[config.mk]
export PLATFORM = sky130hd
export DESIGN_NAME = systolic_skew_feeder
export DESIGN_NICKNAME = d
export VERILOG_FILES = /design/src/rtl/systolic_pkg.sv /design/src/rtl/skew_delay_line.sv /design/src/rtl/systolic_skew_feeder.sv
export SDC_FILE = /design/constraint.sdc
export NUM_CORES = 1
export LEC_CHECK = 0
export CORE_UTILIZATION = 45
export CTS_BUF_LIST = sky130_fd_sc_hd__clkbuf_8
export DETAILED_ROUTE_END_ITERATION = 7
export GPL_ROUTABILITY_DRIVEN = 1
export PLACE_DENSITY = 0.71
export REMOVE_ABC_BUFFERS = 1
export SLEW_MARGIN = 5
export SYNTH_ARGS = -nofsm -noshare
export SYNTH_HDL_FRONTEND = slang
export SYNTH_SLANG_ARGS = --single-unit
export TNS_END_PERCENT = 5
[constraint.sdc]
create_clock -name clk -period 5.1 [get_ports clk]
set_input_delay 1.275 -clock clk [delete_from_list [all_inputs] [get_ports clk]]
set_output_delay 1.275 -clock clk [all_outputs]
set_load 0.02 [all_outputs]
[src/rtl/systolic_pkg.sv]
// Shared defaults and FSM encoding for the systolic array edge feeder.
// Widths here are defaults only; each module carries its own parameters.
package systolic_pkg;

  localparam int DEF_N       = 4;
  localparam int DEF_D_W     = 32;
  localparam int DEF_D_W_ACC = 64;
  localparam int DEF_K_W     = 8;

  typedef enum logic [1:0] {
    IDLE   = 2'd0,
    STREAM = 2'd1,
    FLUSH  = 2'd2,
    DONE   = 2'd3
  } state_t;

endpackage

[src/rtl/skew_delay_line.sv]
// Fixed-depth shift register with synchronous reset.
// Used once per lane to delay the {init, data} word by that lane's skew.
module skew_delay_line #(
  parameter int DEPTH = 1,
  parameter int W     = 8
) (
  input  logic         clk,
  input  logic         rst,
  input  logic [W-1:0] din,
  output logic [W-1:0] dout
);

  logic [W-1:0] stage_r [DEPTH];

  // Shift chain: stage 0 captures the input, later stages follow each cycle
  always_ff @(posedge clk) begin
    if (rst) begin
      for (int k = 0; k < DEPTH; k++) begin
        stage_r[k] <= {W{1'b0}};
      end
    end else begin
      stage_r[0] <= din;
      for (int k = 1; k < DEPTH; k++) begin
        stage_r[k] <= stage_r[k-1];
      end
    end
  end

  assign dout = stage_r[DEPTH-1];

endmodule

[src/rtl/systolic_skew_feeder.sv]
// West-edge feeder for the MAC systolic array: accepts one tile of operand
// vectors and emits them diagonally skewed, with a per-row init on beat one.
module systolic_skew_feeder
  import systolic_pkg::*;
#(
  parameter int N   = DEF_N,
  parameter int D_W = DEF_D_W,
  parameter int K_W = DEF_K_W
) (
  input  logic           clk,
  input  logic           rst,
  input  logic           start,
  input  logic [K_W-1:0] k_len,
  input  logic [N*D_W-1:0] s_data,
  input  logic           s_valid,
  output logic           s_ready,
  output logic [N*D_W-1:0] out_a,
  output logic [N-1:0]   out_init,
  output logic           busy,
  output logic           done
);

  // Flush counter only has to reach N-2
  localparam int FC_W = (N > 2) ? $clog2(N - 1) : 1;

  state_t          state_r;
  state_t          next_state_s;
  logic [K_W-1:0]  k_len_r;
  logic [K_W-1:0]  beat_cnt_r;
  logic [FC_W-1:0] flush_cnt_r;
  logic            s_ready_r;
  logic            busy_r;
  logic            done_r;

  logic            accept_s;
  logic            last_beat_s;
  logic            first_beat_s;
  logic            start_ok_s;

  assign accept_s     = s_valid & s_ready_r;
  assign last_beat_s  = accept_s && ((beat_cnt_r + {{(K_W-1){1'b0}}, 1'b1}) == k_len_r);
  assign first_beat_s = accept_s && (beat_cnt_r == {K_W{1'b0}});
  assign start_ok_s   = start && (k_len != {K_W{1'b0}});

  // Next-state decode for the tile sequencer
  always_comb begin
    next_state_s = state_r;
    case (state_r)
      IDLE: begin
        if (start_ok_s) begin
          next_state_s = STREAM;
        end else begin
          next_state_s = IDLE;
        end
      end
      STREAM: begin
        if (last_beat_s) begin
          next_state_s = FLUSH;
        end else begin
          next_state_s = STREAM;
        end
      end
      FLUSH: begin
        if (flush_cnt_r == FC_W'(N - 2)) begin
          next_state_s = DONE;
        end else begin
          next_state_s = FLUSH;
        end
      end
      DONE:    next_state_s = IDLE;
      default: next_state_s = IDLE;
    endcase
  end

  // State, counters and registered status outputs
  always_ff @(posedge clk) begin
    if (rst) begin
      state_r     <= IDLE;
      k_len_r     <= {K_W{1'b0}};
      beat_cnt_r  <= {K_W{1'b0}};
      flush_cnt_r <= {FC_W{1'b0}};
      s_ready_r   <= 1'b0;
      busy_r      <= 1'b0;
      done_r      <= 1'b0;
    end else begin
      state_r   <= next_state_s;
      s_ready_r <= (next_state_s == STREAM);
      busy_r    <= (next_state_s == STREAM) || (next_state_s == FLUSH);
      done_r    <= (next_state_s == DONE);
      case (state_r)
        IDLE: begin
          if (start_ok_s) begin
            k_len_r    <= k_len;
            beat_cnt_r <= {K_W{1'b0}};
          end
        end
        STREAM: begin
          flush_cnt_r <= {FC_W{1'b0}};
          if (accept_s) begin
            beat_cnt_r <= beat_cnt_r + {{(K_W-1){1'b0}}, 1'b1};
          end
        end
        FLUSH: begin
          flush_cnt_r <= flush_cnt_r + {{(FC_W-1){1'b0}}, 1'b1};
        end
        default: begin
          flush_cnt_r <= {FC_W{1'b0}};
        end
      endcase
    end
  end

  assign s_ready = s_ready_r;
  assign busy    = busy_r;
  assign done    = done_r;

  // Lane i gets i+1 register stages; non-accepted cycles inject zeros
  for (genvar i = 0; i < N; i++) begin : g_lane
    logic [D_W:0] din_s;
    logic [D_W:0] dout_s;

    assign din_s = accept_s ? {first_beat_s, s_data[i*D_W +: D_W]} : {(D_W+1){1'b0}};

    skew_delay_line #(
      .DEPTH (i + 1),
      .W     (D_W + 1)
    ) u_delay (
      .clk  (clk),
      .rst  (rst),
      .din  (din_s),
      .dout (dout_s)
    );

    assign out_a[i*D_W +: D_W] = dout_s[D_W-1:0];
    assign out_init[i]         = dout_s[D_W];
  end

endmodule

* Yosys cells after proc, flatten, opt, wreduce, memory -nomap -nowiden
Memory sizes are Yosys's and may differ from the RTL's. Cells that the tools add are included.
Storage, ports and cells: register bits 23, bits in writable memories 330, input bits 140, output and inout bits 135, logic and storage cells 70, memories kept 4
Memories:
- g_lane[3].u_delay.stage_r | depth 4, bits a word 33, read ports 4, clocked after memory_dff 0, wr ports 4, line skew_delay_line.sv:13 | logic [W-1:0] stage_r [DEPTH];
- g_lane[2].u_delay.stage_r | depth 3, bits a word 33, read ports 3, clocked after memory_dff 0, wr ports 3, line skew_delay_line.sv:13
- g_lane[1].u_delay.stage_r | depth 2, bits a word 33, read ports 2, clocked after memory_dff 0, wr ports 2, line skew_delay_line.sv:13
- g_lane[0].u_delay.stage_r | depth 1, bits a word 33, read ports 1, clocked after memory_dff 0, wr ports 1, line skew_delay_line.sv:13
Cells by class: add/sub/neg operators 2, equality and inequality tests 10, muxes and demuxes 26, bitwise gates (word level) 10, reductions and logical operators 11
Operators by type and width (number):
- $mux W33 | 14
- $reduce_or A33 Y1 | 1
- $mux W8 | 2
- $pmux W8 S2 | 1
- $eq A2 B2 Y1 const B | 5
- $or A1 B1 Y1 | 9
- $add A8 B1 Y8 const B | 1
- $eq A8 B8 Y1 | 1
- $logic_not A8 Y1 | 1
- $pmux W2 S4 | 1
- $reduce_bool A8 Y1 | 1
- $mux W1 | 6
- $eq A2 B1 Y1 const B | 2
- $ne A2 B2 Y1 const B | 2
- $pmux W2 S2 | 1
- $logic_and A1 B1 Y1 | 3
- $reduce_and A3 Y1 | 1
- $add A2 B1 Y2 const B | 1
- $logic_not A2 Y1 | 1
- $mux W2 | 1
- $reduce_and A2 Y1 | 1
- $reduce_bool A2 Y1 | 1
- $and A1 B1 Y1 | 1
- $logic_or A1 B1 Y1 | 1

* Longest topological paths before layout
depth in word-level cells 7, gate-level depth with buffers 9, mapped depth without buffers 8

* Hierarchy
A second synthesis with hierarchy kept.
Unflattened totals: cell total of the unflattened synthesis 1067, area, all modules 11639.9 µm²
Modules (own cells, without submodules):
- skew_delay_line at g_lane[3].u_delay | instances 1, cells an instance 278, area each 3558.4 µm², sequential area each 2642.5 µm²
- skew_delay_line at g_lane[2].u_delay | instances 1, cells an instance 242, area each 2922.8 µm², sequential area each 1981.9 µm²
- systolic_skew_feeder | instances 1, cells an instance 306, area each 2224.6 µm², sequential area each 460.4 µm²
- skew_delay_line at g_lane[1].u_delay | instances 1, cells an instance 172, area each 2044.5 µm², sequential area each 1321.3 µm²
- skew_delay_line at g_lane[0].u_delay | instances 1, cells an instance 69, area each 889.6 µm², sequential area each 660.6 µm²

* Worst setup path after synthesis
No wires, ideal clock.
path kind input to register, from in k_len[3], to reg busy_r, in the netlist busy, setup time 0.128 ns, arrival time 2.694 ns, data required time 4.972 ns, slack 2.278 ns, stages on the path 7, path buffers 0, cells stage by stage or4_1 o21ai_0 o21ai_0 a21oi_1 a31oi_1 ha_1 nor2_1
Between the ends: word-level cells in the longest chain between the ends 6, elaborated cells on any way between the ends 7, those cells by class eq/ne: 2; mux: 2; reduce/logical: 3
RTL lines:
- start: declaration | line systolic_skew_feeder.sv:13 | input logic [K_W-1:0] k_len,
- $reduce_bool A8 Y1 * | line systolic_skew_feeder.sv:43 | assign start_ok_s = start && (k_len != {K_W{1'b0}});
- $logic_and A1 B1 Y1 * | line systolic_skew_feeder.sv:43
- $mux W1 * | line systolic_skew_feeder.sv:50 | if (start_ok_s) begin
- $pmux W2 S4 * | line systolic_skew_feeder.sv:48 | case (state_r)
- net next_state_s[0] | line systolic_skew_feeder.sv:27 | state_t next_state_s;
- $eq A2 B1 Y1 or $eq A2 B2 Y1 (tied branches) | line systolic_skew_feeder.sv:88 | busy_r <= (next_state_s == STREAM) || (next_state_s == FLUSH);
- $logic_or A1 B1 Y1 * | line systolic_skew_feeder.sv:88
- end signal: assignment | line systolic_skew_feeder.sv:88
- end: declaration | line systolic_skew_feeder.sv:32 | logic busy_r;
The timed path passes the listed nets; every way through them passes the cells marked *. A chain may end at the register's enable or synchronous reset.

* Worst setup path after layout
from in k_len[3], to reg done_r, in the netlist done
Between the ends: word-level cells in the longest chain between the ends 5
RTL lines:
- $reduce_bool A8 Y1 | line systolic_skew_feeder.sv:43
- $logic_and A1 B1 Y1 | line systolic_skew_feeder.sv:43
- $mux W1 | line systolic_skew_feeder.sv:50
- $pmux W2 S4 | line systolic_skew_feeder.sv:48
- net next_state_s[0] | line systolic_skew_feeder.sv:27
- $eq A2 B2 Y1 | line systolic_skew_feeder.sv:89 | done_r <= (next_state_s == DONE);
- end signal: assignment | line systolic_skew_feeder.sv:89
- end: declaration | line systolic_skew_feeder.sv:33 | logic done_r;
The timed path passes the listed nets, and every way through them passes these cells.

==> key figures <==
Status
  – Outcome: complete, no violations

Clocking
  – CTS buffer count: 54
  – # hold bufs at CTS: 0
  – Post-CTS Setup Bufs: 0
  – Post_cts resized: 0
  – CTS tree: built
  – Clock root buffer: clkbuf_8
  – Clk slew on worst S/H paths: 0.06 ns
  – Sink Count: 347
  – Clock Tree Buf Depth: 3
  – Clock Latency Late Sink: 0.56 ns
  – H-tree Lvls: 2

Critical path
  – CP max stage delay: 0.61 ns
  – CP Max Fanout: 2
  – CP Capture Type: flop
  – CP max-delay cell: or4_1
  – Type of the worst setup path: in -> reg
  – Critical path arrival: 3.29 ns
  – CP required: 5.50 ns
  – Crit path cell chain: clkdlybuf4s50_1 > or4_1 > o21ai_0 > o21ai_0 > a21oi_1 > a31oi_1 > ha_1 > nor2b_1
  – Crit start category: input pin
  – Top cell by count, worst path: o21ai_0

STA
  – Sum of negative setup slack: 0 ns
  – Slew at the pin closest to its max-slew limit: 1.095 ns
  – Peak Freq: 345.2 MHz
  – Slew HR: 0.2699
  – Unrepaired setup endpoints after global routing: false
  – Final setup vio count: 0
  – Max Slew Vio Count: 0
  – Crit path time final: 2.897 ns
  – Clk_skew: 0.02097 ns
  – Final period utilization: 0.5680
  – Final Hold Fails: 0

Logic synthesis
  – Mapped Cells: 945
  – Number of synthesized register bits: 347
  – Post-synth top flop: dfxtp_1
  – Ys async rst share: 0
  – Synthesis Warnings: 0
  – Post-synth EDFFs: 0
  – Syn Std Cell Area: 10700 µm²
  – Avg Cell Area, Syn: 11.32 µm²
  – Netlist cell types: 41
  – Register area share after synthesis: 0.6492

Route
  – Residual DRC: 0
  – Via density per instance: 4.209
  – ANT nets after route: 0
  – WL/cell: 12.56 µm
  – First drt pass iteration count: 6
  – WL final: 18.77 mm
  – Detailed Route Iter0 Violations: 211
  – Vias: 6293

Final layout
  – Area grow syn2layout: 31.43%
  – Share of layout cells above drive strength 1: 0.07915
  – NumNets Final: 1279
  – Fin util: 0.6009
  – Final Cell Area: 14060 µm²

GRT
  – GRT Util Overall: 0.1543
  – First-pass GRT wire length: 29.47 mm
  – Vias in the first global route: 6061
  – Initial antenna violation count: 0
  – Global route total overflow: 0
  – Largest net degree at the start of global routing: 130

Pwr
  – Leak Pwr: 5.546 nW
  – Sw Share: 0.2096
  – Internal: 4.177 mW
  – Clock Power Share: 0.429
  – Max VDD drop: 342.6 µV
  – Combinational cell fraction of total power: 0.047
  – Switch Pwr: 1.108 mW
  – Pwr Density: 375.8 nW/µm²
  – Seq pwr share: 0.524

Floorplanning
  – Die H: 156.2 µm
  – I/O pin count: 275
  – Core Box Area: 23400 µm²
  – Rows: 56
  – Die Width: 156.2 µm
  – Die ar.: 24400 µm²
  – Initial core utilization: 0.4572

Placed design
  – HPWL Detailed: 12.26 mm
  – Buffers on Ports: 274
  – Gpl congestion: 0.7730
  – Area after DPL: 12950 µm²

Flow run
  – Max_cap viols: 0

Worst hold path
  – Hold Crit Class: reg -> reg
## cell families after synthesis
kind of cell,count (synthesis),synth area share
AO/OA/AOI/OAI,39,0.02538
XOR/XNOR,12,0.009823
adder cells (fa/ha/maj),5,0.005847
buffers and inverters,151,0.08840
flip-flops,347,0.6492
AND/OR/NAND/NOR,391,0.2214
## cells in the mapped netlist, types with 4 or more instances
cell type | number | share of area
buf_4 | 100 | 0.070
and2_1 | 130 | 0.076
ha_1 | 5 | 0.0058
o21ai_1 | 4 | 0.0019
nand3_1 | 14 | 0.0065
clkbuf_1 | 38 | 0.013
o21ai_0 | 4 | 0.0019
nor2_1 | 13 | 0.0046
dfxtp_1 | 347 | 0.65
xnor2_1 | 9 | 0.0074
nor2b_1 | 198 | 0.12
or4_1 | 4 | 0.0028
a21oi_1 | 18 | 0.0084
nand2_1 | 18 | 0.0063
inv_1 | 8 | 0.0028
## power groups by stage
stage               clock network [mW]  registers (mW)  logic [mW]
floorplan                            0            2.84      0.0621
global placement                     0            2.83       0.252
detailed placement                   0            2.83       0.254
CTS                               2.35            2.77       0.254
global route                      2.50            2.77       0.273
finish                            2.27            2.77       0.250
## worst max-delay path, delay by kind of cell
| family | cells | cell delay [ns] |
|---|---|---|
| fa+ha+maj | 1 | 0.22 |
| simple gates | 2 | 0.73 |
| buf+inv | 1 | 0.42 |
| compound gates | 4 | 0.65 |
## per-layer routing
layer,up-vias,GRT usage,part of all wire
met5,-,0,0
met4,0,0.06349,0.023
met3,33,0.07694,0.11
met2,253,0.2515,0.46
met1,2789,0.1705,0.40
li1,3218,-,-
## stage by stage
step / setup WS [ns] / hold slack, ns / power (mW) / cells
2_1_floorplan: 1.853 / 0.4138 / 2.903 / 802
3_3_place_gp: 1.652 / 0.4149 / 3.078 / 1397
3_5_place_dp: 1.638 / 0.4204 / 3.081 / 1397
4_1_cts: 2.171 / 0.4123 / 5.377 / 1494
5_1_grt: 2.090 / 0.4226 / 5.540 / 1494
6_report: 2.203 / 0.4099 / 5.285 / 1495
## sequential cells by signal, indices dropped and copies added (netlist names)
signal / flops
g_lane.u_delay.stage_r: 324
beat_cnt_r: 8
k_len_r: 8
flush_cnt_r: 2
state_r: 2
busy: 1
done: 1
s_ready: 1
## final cells by class
cell class,count,area (µm²)
diodes,1,2.502
clock buffers,73,1005
clock inverters,24,108.9
fillers,1983,9339
inverters,8,30.03
multi-input cells,447,2813
flip-flops and latches,347,6947
well taps,319,399.1
repair buffers,276,2759
## worst paths after layout
path	startpoint	end	slack [ns]	depth (start not counted)
setup / recovery	k_len[3]	done	2.20	8
hold reg to reg	g_lane[3].u_delay.stage_r[0][7]	g_lane[3].u_delay.stage_r[0][40]	0.41	1
hold / removal	g_lane[3].u_delay.stage_r[0][7]	g_lane[3].u_delay.stage_r[0][40]	0.41	1
setup reg to reg	beat_cnt_r[0]	done	2.59	8
## cells in the final DEF, fill, tap and decap left out, types with 2 or more instances in the layout
master           instances
clkdlybuf4s50_1        273
a21oi_1                 18
nand4_1                  3
a31oi_1                  2
and2_1                 130
xnor2_1                  9
or4_1                    4
nor2b_1                198
o21ai_0                  4
xor2_1                   3
nand2_1                 18
clkbuf_8                73
ha_1                     5
o21ai_1                  4
nor2_1                  13
buf_4                    2
clkinv_2                 6
dfxtp_1                347
inv_1                   24
nand3_1                 14
nand3b_1                 2
(Power assumes the default switching activity.)
